==> config.mk <==
export PLATFORM = sky130hd
export DESIGN_NAME = buf_inst_sequencer
export DESIGN_NICKNAME = d
export VERILOG_FILES = /design/src/rtl/buf_inst_sequencer.sv
export SDC_FILE = /design/constraint.sdc
export NUM_CORES = 1
export LEC_CHECK = 0
export BUFFER_PORTS_ARGS = -buffer_cell sky130_fd_sc_hd__buf_2
export CAP_MARGIN = 15
export CORE_MARGIN = 4
export CORE_UTILIZATION = 30
export DETAILED_ROUTE_END_ITERATION = 7
export SLEW_MARGIN = 20
export SYNTH_ARGS = -nofsm -noshare
export SYNTH_HDL_FRONTEND = slang
export SYNTH_SLANG_ARGS = --single-unit
==> constraint.sdc <==
create_clock -name clk -period 2.6 [get_ports clk]
set_clock_uncertainty 0.05 [all_clocks]
set_input_delay 0.52 -clock clk [delete_from_list [all_inputs] [get_ports clk]]
set_output_delay 0.52 -clock clk [all_outputs]
set_load 0.05 [all_outputs]
==> src/rtl/buf_inst_sequencer.sv <==
// buf_inst_sequencer: expands one matrix-vector command into per-row BUF_READs and per-result BUF_WRITEs.
// Define BUF_SEQ_ERR_CHECK_EN to enable sticky protocol-error detection on err.
`ifndef BUF_READ
`define BUF_READ 2'b01
`endif
`ifndef BUF_WRITE
`define BUF_WRITE 2'b10
`endif

module buf_inst_sequencer #(
    parameter int OFFSET_W = 8,
    parameter int MEMB_W   = 8,
    parameter int MODE_W   = 2,
    parameter int CNT_W    = 8
) (
    input  logic                clk,
    input  logic                rst_n,
    input  logic                cmd_valid,
    output logic                cmd_ready,
    input  logic [CNT_W-1:0]    cmd_rows,
    input  logic [OFFSET_W-1:0] cmd_mema_base,
    input  logic [MEMB_W-1:0]   cmd_memb_base,
    input  logic [OFFSET_W-1:0] cmd_out_base,
    input  logic [MODE_W-1:0]   cmd_mode,
    output logic                buf_inst_valid,
    output logic [1:0]          buf_inst_opcode,
    output logic [OFFSET_W-1:0] buf_inst_mema_offset,
    output logic [MEMB_W-1:0]   buf_inst_memb_offset,
    output logic [MODE_W-1:0]   buf_inst_mode,
    output logic                pe_in_valid,
    input  logic                pe_result_valid,
    output logic                busy,
    output logic                done,
    output logic                err
);
    localparam logic [1:0] S_IDLE = 2'd0, S_RUN = 2'd1, S_DRAIN = 2'd2, S_DONE = 2'd3;

    logic [1:0]          state, state_nx;
    logic [CNT_W-1:0]    n_q, rd_cnt, wr_cnt;
    logic [OFFSET_W-1:0] rd_mema, wr_addr;
    logic [MEMB_W-1:0]   rd_memb;
    logic [MODE_W-1:0]   mode_q;
    logic [1:0]          pipe;
    logic                accept, active, rd_pend, wr_now, rd_issue;

    assign cmd_ready = state == S_IDLE;
    assign busy      = !cmd_ready;
    assign done      = state == S_DONE;
    assign accept    = cmd_valid && cmd_ready;
    assign active    = state == S_RUN || state == S_DRAIN;
    // A pending READ yields its slot to a same-cycle WRITE and stays pending
    assign wr_now    = active && pe_result_valid && wr_cnt != n_q;
    assign rd_pend   = state == S_RUN && rd_cnt != n_q;
    assign rd_issue  = rd_pend && !wr_now;

    assign buf_inst_valid       = wr_now || rd_pend;
    assign buf_inst_opcode      = wr_now ? `BUF_WRITE : rd_pend ? `BUF_READ : 2'b00;
    assign buf_inst_mema_offset = wr_now ? wr_addr : rd_pend ? rd_mema : '0;
    assign buf_inst_memb_offset = rd_issue ? rd_memb : '0;
    assign buf_inst_mode        = rd_issue ? mode_q : '0;
    assign pe_in_valid          = pipe[1];

    always_comb begin
        state_nx = state == S_IDLE  ? (accept ? (cmd_rows == '0 ? S_DONE : S_RUN) : S_IDLE) :
                   state == S_RUN   ? (rd_cnt == n_q ? S_DRAIN : S_RUN) :
                   state == S_DRAIN ? (wr_cnt == n_q ? S_DONE : S_DRAIN) : S_IDLE;
    end

    always_ff @(posedge clk or negedge rst_n) begin
        if (!rst_n) begin
            state   <= S_IDLE;
            n_q     <= '0;
            rd_cnt  <= '0;
            wr_cnt  <= '0;
            rd_mema <= '0;
            rd_memb <= '0;
            wr_addr <= '0;
            mode_q  <= '0;
            pipe    <= '0;
        end else begin
            state <= state_nx;
            pipe  <= {pipe[0], rd_issue};
            if (accept) begin
                n_q     <= cmd_rows;
                rd_cnt  <= '0;
                wr_cnt  <= '0;
                rd_mema <= cmd_mema_base;
                rd_memb <= cmd_memb_base;
                wr_addr <= cmd_out_base;
                mode_q  <= cmd_mode;
            end else begin
                if (rd_issue) begin
                    rd_cnt  <= rd_cnt + CNT_W'(1);
                    rd_mema <= rd_mema + OFFSET_W'(1);
                    rd_memb <= rd_memb + MEMB_W'(1);
                end
                if (wr_now) begin
                    wr_cnt  <= wr_cnt + CNT_W'(1);
                    wr_addr <= wr_addr + OFFSET_W'(1);
                end
            end
        end
    end

`ifdef BUF_SEQ_ERR_CHECK_EN
    logic [CNT_W-1:0] pin_cnt;
    logic             err_q;

    assign err = err_q;

    // A result is legal only once its input pulse has already reached the PE
    always_ff @(posedge clk or negedge rst_n) begin
        if (!rst_n) begin
            pin_cnt <= '0;
            err_q   <= 1'b0;
        end else begin
            pin_cnt <= accept ? '0 : pin_cnt + CNT_W'(pe_in_valid);
            if ((pe_result_valid && !wr_now) || (wr_now && wr_cnt >= pin_cnt))
                err_q <= 1'b1;
        end
    end
`else
    assign err = 1'b0;
`endif

endmodule

==> qor.txt, run 1 <==
Status -> finished with violations
Failing checks -> setup timing
Crit Path Max Fanout -> 5
Combinational power share -> 61.5%
Largest net degree at the start of global routing -> 34
CTS root buffer -> clkbuf_8
Min Tclk post-route -> 2.66 ns
Met1 Use GR -> 20.9%
Met2 usage -> 26.7%
Final wirelength -> 9750 um
DRT iter0 DRCs -> 142
Fin. max-slew vios -> 0
Slew HR -> 57.5%
Synth-to-layout area growth -> 34.9%
# nets final -> 494
Max Fclk -> 376 MHz
GR met3 Demand/Resource -> 2.83%
Reg2reg start -> wr_cnt[7]$_DFFE_PN0P_
Global routing's busiest layer -> met2
Critical path arrival -> 2.09 ns
Kind of end point of the critical path -> primary output
CTS buffer count -> 5
Sw Share -> 47.7%
GRT Overall Usage -> 16.0%
DP Wirelength -> 6590 um
Filler cell count -> 1040
Post-DR vias/cell -> 5.39
Main synth FF type -> dfrtp_1
PortBufs -> 62
Count of different cell masters after synthesis -> 49
Proportion of power drawn by the clock network -> 10.5%
Synthesis Warnings -> 0
Clock Sinks -> 54
Clock-pin slew on the worst setup and hold paths -> 0.10 ns
# setup viols final -> 18
Number of flops mapped to enable cells by yosys -> 0
Vias in the first global route -> 3298
Worst slew pin tran -> 0.637 ns
Initial Util -> 31.0%
Worst-case clock buffer depth -> 2
Mapped Avg Cell Area -> 8.74 um2
R2R depth -> 8
CP Launch Type -> flip-flop
CTS tree -> yes
Final ANT Viol Nets -> 0
Worst reg-to-reg setup slack -> 0.27 ns
Hold-fix buffers, CTS -> 0
Period Utilization, post-route -> 102%
# DRC -> 0
Max rail drop VDD -> 0.745 mV
HP Class -> input pin to async pin
Worst EP required -> 2.03 ns
Global-route wire length before repair -> 16400 um
Internal power -> 2.93 mW
Area of the core -> 0.0104 mm2
Slowest library cell on the worst path -> dfrtp_1
Flop pwr share -> 28.0%
Setup TNS -> -0.756 ns
Synthesized area -> 0.00322 mm2
Latest clock arrival within the worst-skew pair -> 0.31 ns
Antenna violations before repair -> 0
Antenna fix cells -> 0
Congestion Overflow GR -> 0
Fraction of layout cells with a size suffix above 1 -> 29.8%
Gp weighted congestion -> 0.824
Num ports -> 64
Die area -> 0.0124 mm2
Die H -> 112 um
Via count -> 3140
Pleak -> 1.93 nW
Buffers & Inverters on Critical Path -> 2
Seq cells post-synth -> 54
RSZ-0062 raised after global routing -> yes
Sequential cell area fraction in the yosys report -> 42.0%
Hold slack final -> 0.130 ns
Drt wl/cell -> 16.7 um
Drt pass-1 iters -> 4
H-tree depth -> 2
Psw -> 2.68 mW
Synth Net Count -> 415
FF-to-FF End -> rd_memb[7]$_DFFE_PN0P_
Die X -> 112 um
CP top delay family -> compound AO/OA/AOI/OAI gates
Final Hold Viols -> 0
Kind of critical path -> flip-flop to primary output
Gate Count Post-Synth -> 368
Power per cell area -> 1290 mW/mm2
Largest stage delay on the critical path -> 0.47 ns
Max-cap violations -> 0
Row Count -> 37
Worst-path cell chain -> xnor2_1, nand4_1, o21ai_2, nor2_4, buf_12, a22o_4, buf_8
Final worst slack -> -0.0603 ns
Async SR Flop Fraction -> 100%
synth_stat cells (all sizes together) (2+ instances only):
master	number	area, um2
and3	10	62.6
o211ai	4	30.0
nor2	26	100
inv	7	26.3
ha	9	113
or2	4	25.0
a22o	8	70.1
nand3	23	115
nor3	2	10.0
clkbuf	12	45.0
nand2b	3	18.8
xnor2	12	105
nand2	57	214
nor4	6	50.0
xor2	8	70.1
o21ai	15	75.1
or4b	2	20.0
buf	14	82.6
mux2i	2	20.0
o41ai	4	35.0
a21oi	13	65.1
nand4	7	43.8
dfrtp	54	1350
or3	7	43.8
or4	15	113
a21o	2	16.3
a31oi	17	106
o31ai	12	90.1
power by group through the flow:
stage | clock network (mW) | registers [mW] | logic, mW
2_1_floorplan | 0 | 1.45 | 2.03
3_5_place_dp | 0 | 1.55 | 2.71
5_1_grt | 0.630 | 1.61 | 3.72
3_3_place_gp | 0 | 1.54 | 2.65
6_report | 0.590 | 1.57 | 3.45
4_1_cts | 0.601 | 1.56 | 3.40
placed cells by master, fill, tap and decap left out, types with 12 or more instances in the layout:
| master | instances |
|---|---|
| a31oi_1 | 17 |
| or4_1 | 15 |
| nand2_1 | 56 |
| nand3_1 | 23 |
| dfrtp_1 | 54 |
| buf_8 | 15 |
| a21oi_1 | 13 |
| buf_4 | 29 |
| o31ai_1 | 12 |
| o21ai_0 | 14 |
| buf_2 | 43 |
| nor2_1 | 25 |
routing by layer:
metal	share of wire, %	vias up
met5	0	-
met3	5.2	16
met2	49	96
met1	44	1528
li1	-	1500
met4	1.8	0
how the worst max path moves through the flow:
stage                                from                      end  slack [ns]  cells past startpoint
floorplan           wr_cnt[4]$_DFFE_PN0P_  buf_inst_memb_offset[3]       0.006                      6
global placement    wr_cnt[2]$_DFFE_PN0P_  buf_inst_mema_offset[7]        0.08                      7
detailed placement  wr_cnt[2]$_DFFE_PN0P_  buf_inst_mema_offset[6]      -0.008                      7
CTS                 wr_cnt[7]$_DFFE_PN0P_  buf_inst_memb_offset[7]       -0.06                      7
global route           n_q[5]$_DFFE_PN0P_  buf_inst_memb_offset[5]       -0.19                      7
finish              rd_cnt[5]$_DFFE_PN0P_  buf_inst_mema_offset[6]       -0.06                      7
state kept, by name (all words and copies together) (netlist names):
register / flops
mode_q: 2
n_q: 8
pipe: 2
rd_cnt: 8
rd_mema: 8
rd_memb: 8
state: 2
wr_addr: 8
wr_cnt: 8
worst reg2reg max path, delay by kind of cell, from the launching register on:
kind / cells / cell delay (ns)
buffers and inverters: 3 / 0.41
AO/OA/AOI/OAI: 2 / 0.40
AND/OR/NAND/NOR: 2 / 0.83
flip-flops: 1 / 0.40
XOR/XNOR: 1 / 0.18
logic make-up (layout without fill, tap and decap cells):
kind of cell / count (synthesis) / after routing / synth area share (%)
compound gates: 83 / 83 / 17.3
mux: 2 / 2 / 0.622
other cells: 1 / 1 / 0.117
xor+xnor: 20 / 20 / 5.44
flops: 54 / 54 / 42.0
simple gates: 166 / 166 / 26.3
fa+ha+maj: 9 / 9 / 3.50
buf+inv: 33 / 112 / 4.78
layout make-up:
class                           instances  area [um2]  area share, %
Inverter                                7        28.8          0.663
Multi-Input combinational cell        281        1830           42.2
Tap cell                              136         170           3.92
Clock buffer                            6        82.6           1.90
Sequential cell                        54        1350           31.1
Clock inverter                          1        30.0          0.692
Timing Repair Buffer                   98         846           19.5
repair_timing:
action                                  in CTS  in global routing
endpoints found under the setup margin      19                 20
gates cloned                                 2                  0
setup buffers                               11                  0
pin swaps                                   14                  1
resized for setup                           70                  5
through the flow:
step	power, mW	instance area [um2]	setup slack [ns]	util, %	instances
final	5.61	4340	-0.0603	41.9	583
after global placement	4.19	3780	0.0824	36.5	563
after floorplan	3.49	3230	0.00565	-	368
after global routing	5.96	4340	-0.187	41.9	583
after detailed placement	4.25	3780	-0.00801	36.5	563
after CTS	5.56	4320	-0.0630	41.7	583
No activity file was read; power rests on OpenSTA's default activity.
==> run 2, diff against run 1 <==
BUFFER_PORTS_ARGS = unset   (was -buffer_cell sky130_fd_sc_hd__buf_2)
DONT_BUFFER_PORTS = 1   (was unset)
==> run 2 against run 1 <==
  * The flow still finishes with violations (setup timing)
  * Critical path depth did not move
  * Register-to-register slack got worse by 0.08 ns
  * Flip-flop and latch count did not move
  * Hold slack got worse by 0.12 ns
  * Sequential power barely moved
  * Cell area fell by 5.2%
  * Utilization fell by 2.2 points
  * Sequential share of layout area rose by 1.7 points
  * Critical endpoint unchanged
  * Largest cell class unchanged
==> qor.txt, run 2 (same netlist as run 1, synthesis figures left out) <==
Status -> finished with violations (unchanged)
Failing checks -> setup timing (unchanged)
Fraction of layout cells with a size suffix above 1 -> 19.7% (was 29.8%)
Num ports -> 64 (unchanged)
R2R depth -> 8 (unchanged)
Kind of end point of the critical path -> primary output (unchanged)
Latest clock arrival within the worst-skew pair -> 0.30 ns (was 0.31 ns)
Largest stage delay on the critical path -> 0.43 ns (was 0.47 ns)
Max rail drop VDD -> 0.697 mV (was 0.745 mV)
Kind of critical path -> flip-flop to primary output (unchanged)
Clock-pin slew on the worst setup and hold paths -> 0.09 ns (was 0.10 ns)
Worst slack at placement -> 0.145 ns (was -0.00801 ns)
Final wirelength -> 9160 um (was 9750 um)
CP Launch Type -> flip-flop (unchanged)
Power per cell area -> 1340 mW/mm2 (was 1290 mW/mm2)
CTS tree -> yes (unchanged)
Vias in the first global route -> 2910 (was 3298)
Internal power -> 2.89 mW (was 2.93 mW)
PortBufs -> 0 (was 62)
H-tree depth -> 2 (unchanged)
Cell repeated most along the worst path -> buf_12
DP Wirelength -> 6410 um (was 6590 um)
Via count -> 2895 (was 3140)
Area of the core -> 0.0104 mm2 (unchanged)
Psw -> 2.64 mW (was 2.68 mW)
Crit Path Max Fanout -> 10 (was 5)
Initial Util -> 31.0% (unchanged)
Slowest library cell on the worst path -> dfrtp_1 (unchanged)
Row Count -> 37 (unchanged)
Post-DR vias/cell -> 5.44 (was 5.39)
RSZ-0062 raised after global routing -> yes (unchanged)
Congestion Overflow GR -> 0 (unchanged)
Die H -> 112 um (unchanged)
Max-cap violations -> 0 (unchanged)
Min Tclk post-route -> 2.69 ns (was 2.66 ns)
# nets final -> 443 (was 494)
Worst-case clock buffer depth -> 2 (unchanged)
Die X -> 112 um (unchanged)
Synth-to-layout area growth -> 28.0% (was 34.9%)
Worst-path cell chain -> xor2_1, nor4_2, a21o_2, inv_4, buf_12, a22o_4, buf_12 (was xnor2_1, nand4_1, o21ai_2, nor2_4, buf_12, a22o_4, buf_8)
Final Hold Viols -> 0 (unchanged)
CTS root buffer -> clkbuf_8 (unchanged)
GRT Overall Usage -> 14.9% (was 16.0%)
CTS buffer count -> 5 (unchanged)
Fin. max-slew vios -> 0 (unchanged)
Final ANT Viol Nets -> 0 (unchanged)
Worst EP required -> 2.03 ns (about the same)
Antenna fix cells -> 0 (unchanged)
Drt pass-1 iters -> 4 (unchanged)
Critical path arrival -> 2.12 ns (was 2.09 ns)
Most common cell after layout, fill and taps aside -> nand2_1 (unchanged)
Flop pwr share -> 28.7% (was 28.0%)
Global-route wire length before repair -> 15400 um (was 16400 um)
# setup viols final -> 19 (was 18)
Final worst slack -> -0.0929 ns (was -0.0603 ns)
# DRC -> 0 (unchanged)
Sw Share -> 47.7% (about the same)
Drt wl/cell -> 17.2 um (was 16.7 um)
Filler cell count -> 1029 (was 1040)
Largest net degree at the start of global routing -> 55 (was 34)
DRT iter0 DRCs -> 182 (was 142)
Antenna violations before repair -> 0 (unchanged)
Gp weighted congestion -> 0.803 (was 0.824)
Most frequent cells in the layout -> nand2_1 (56), dfrtp_1 (53), nor2_1 (25) (was nand2_1 (56), dfrtp_1 (54), buf_2 (43))
Pleak -> 1.72 nW (was 1.93 nW)
Final Util -> 39.7% (was 41.9%)
Worst slew pin tran -> 0.544 ns (was 0.637 ns)
Max Fclk -> 371 MHz (was 376 MHz)
Slew HR -> 63.6% (was 57.5%)
Clock Sinks -> 54 (unchanged)
HP Class -> input pin to async pin (unchanged)
Die area -> 0.0124 mm2 (unchanged)
Period Utilization, post-route -> 104% (was 102%)
Proportion of power drawn by the clock network -> 8.3% (was 10.5%)
Combinational power share -> 63.0% (was 61.5%)
run 2: cell type report:
cell class	instances	area, um2	area share, %
Clock buffer	7	76.3	1.85
Inverter	7	28.8	0.699
Multi-Input combinational cell	282	1830	44.5
Sequential cell	54	1350	32.8
Tap cell	136	170	4.13
Timing Repair Buffer	46	656	15.9
run 2: worst max-delay path, delay by kind of cell (launching register included):
kind            cells  cell delay, ns
compound gates      2            0.51
xor+xnor            1            0.19
flops               1            0.43
buf+inv             3            0.37
simple gates        1            0.33
run 2: metrics by stage:
| stage | total power, mW | hold WS, ns | setup TNS, ns | instance area (um2) | cells |
|---|---|---|---|---|---|
| after floorplan | 3.49 | 0.174 | 0 | 3230 | 368 |
| after global placement | 4.68 | 0.178 | 0 | 3800 | 516 |
| after detailed placement | 4.77 | 0.177 | 0 | 3800 | 516 |
| after CTS | 5.50 | 0.0231 | -1.70 | 4070 | 529 |
| after global routing | 5.91 | 0.0209 | -3.55 | 4120 | 532 |
| final | 5.54 | 0.00584 | -0.936 | 4120 | 532 |
run 2: final timing paths:
kind	slack (ns)	end	startpoint
worst max register to register	0.19	rd_mema[5]$_DFFE_PN0P_	wr_cnt[4]$_DFFE_PN0P_
worst min-delay path	0.006	rd_memb[1]$_DFFE_PN0P_	rst_n
worst min register to register	0.33	pipe[1]$_DFF_PN0_	pipe[0]$_DFF_PN0_
worst max-delay path	-0.09	buf_inst_mema_offset[6]	wr_cnt[4]$_DFFE_PN0P_
min in group clk	0.27	mode_q[0]$_DFFE_PN0P_	cmd_mode[0]
max in group asynchronous	2.22	wr_cnt[3]$_DFFE_PN0P_	rst_n
run 2: routing by layer:
layer  vias to the layer above  wire [um]  GRT usage, %
li1                       1399          -             -
met1                      1423       4060          20.3
met2                        66       4510          24.8
met3                         7        495          2.99
met4                         0         91          2.68
met5                         -          0             0
run 2: power groups by stage:
stage	clock network (mW)	logic (mW)	registers, mW
2_1_floorplan	0	2.03	1.45
3_3_place_gp	0	3.11	1.57
3_5_place_dp	0	3.19	1.58
4_1_cts	0.476	3.44	1.59
5_1_grt	0.505	3.76	1.64
6_report	0.457	3.49	1.59
run 2: what timing repair did:
action / 4_1_cts / 5_1_grt
gates cloned: 2 / 0
hold endpoints to repair: 54 / 0
setup buffers: 3 / 3
hold buffers: 1 / 0
pin swaps: 5 / 3
gates resized for setup: 18 / 7
endpoints found under the setup margin: 20 / 20
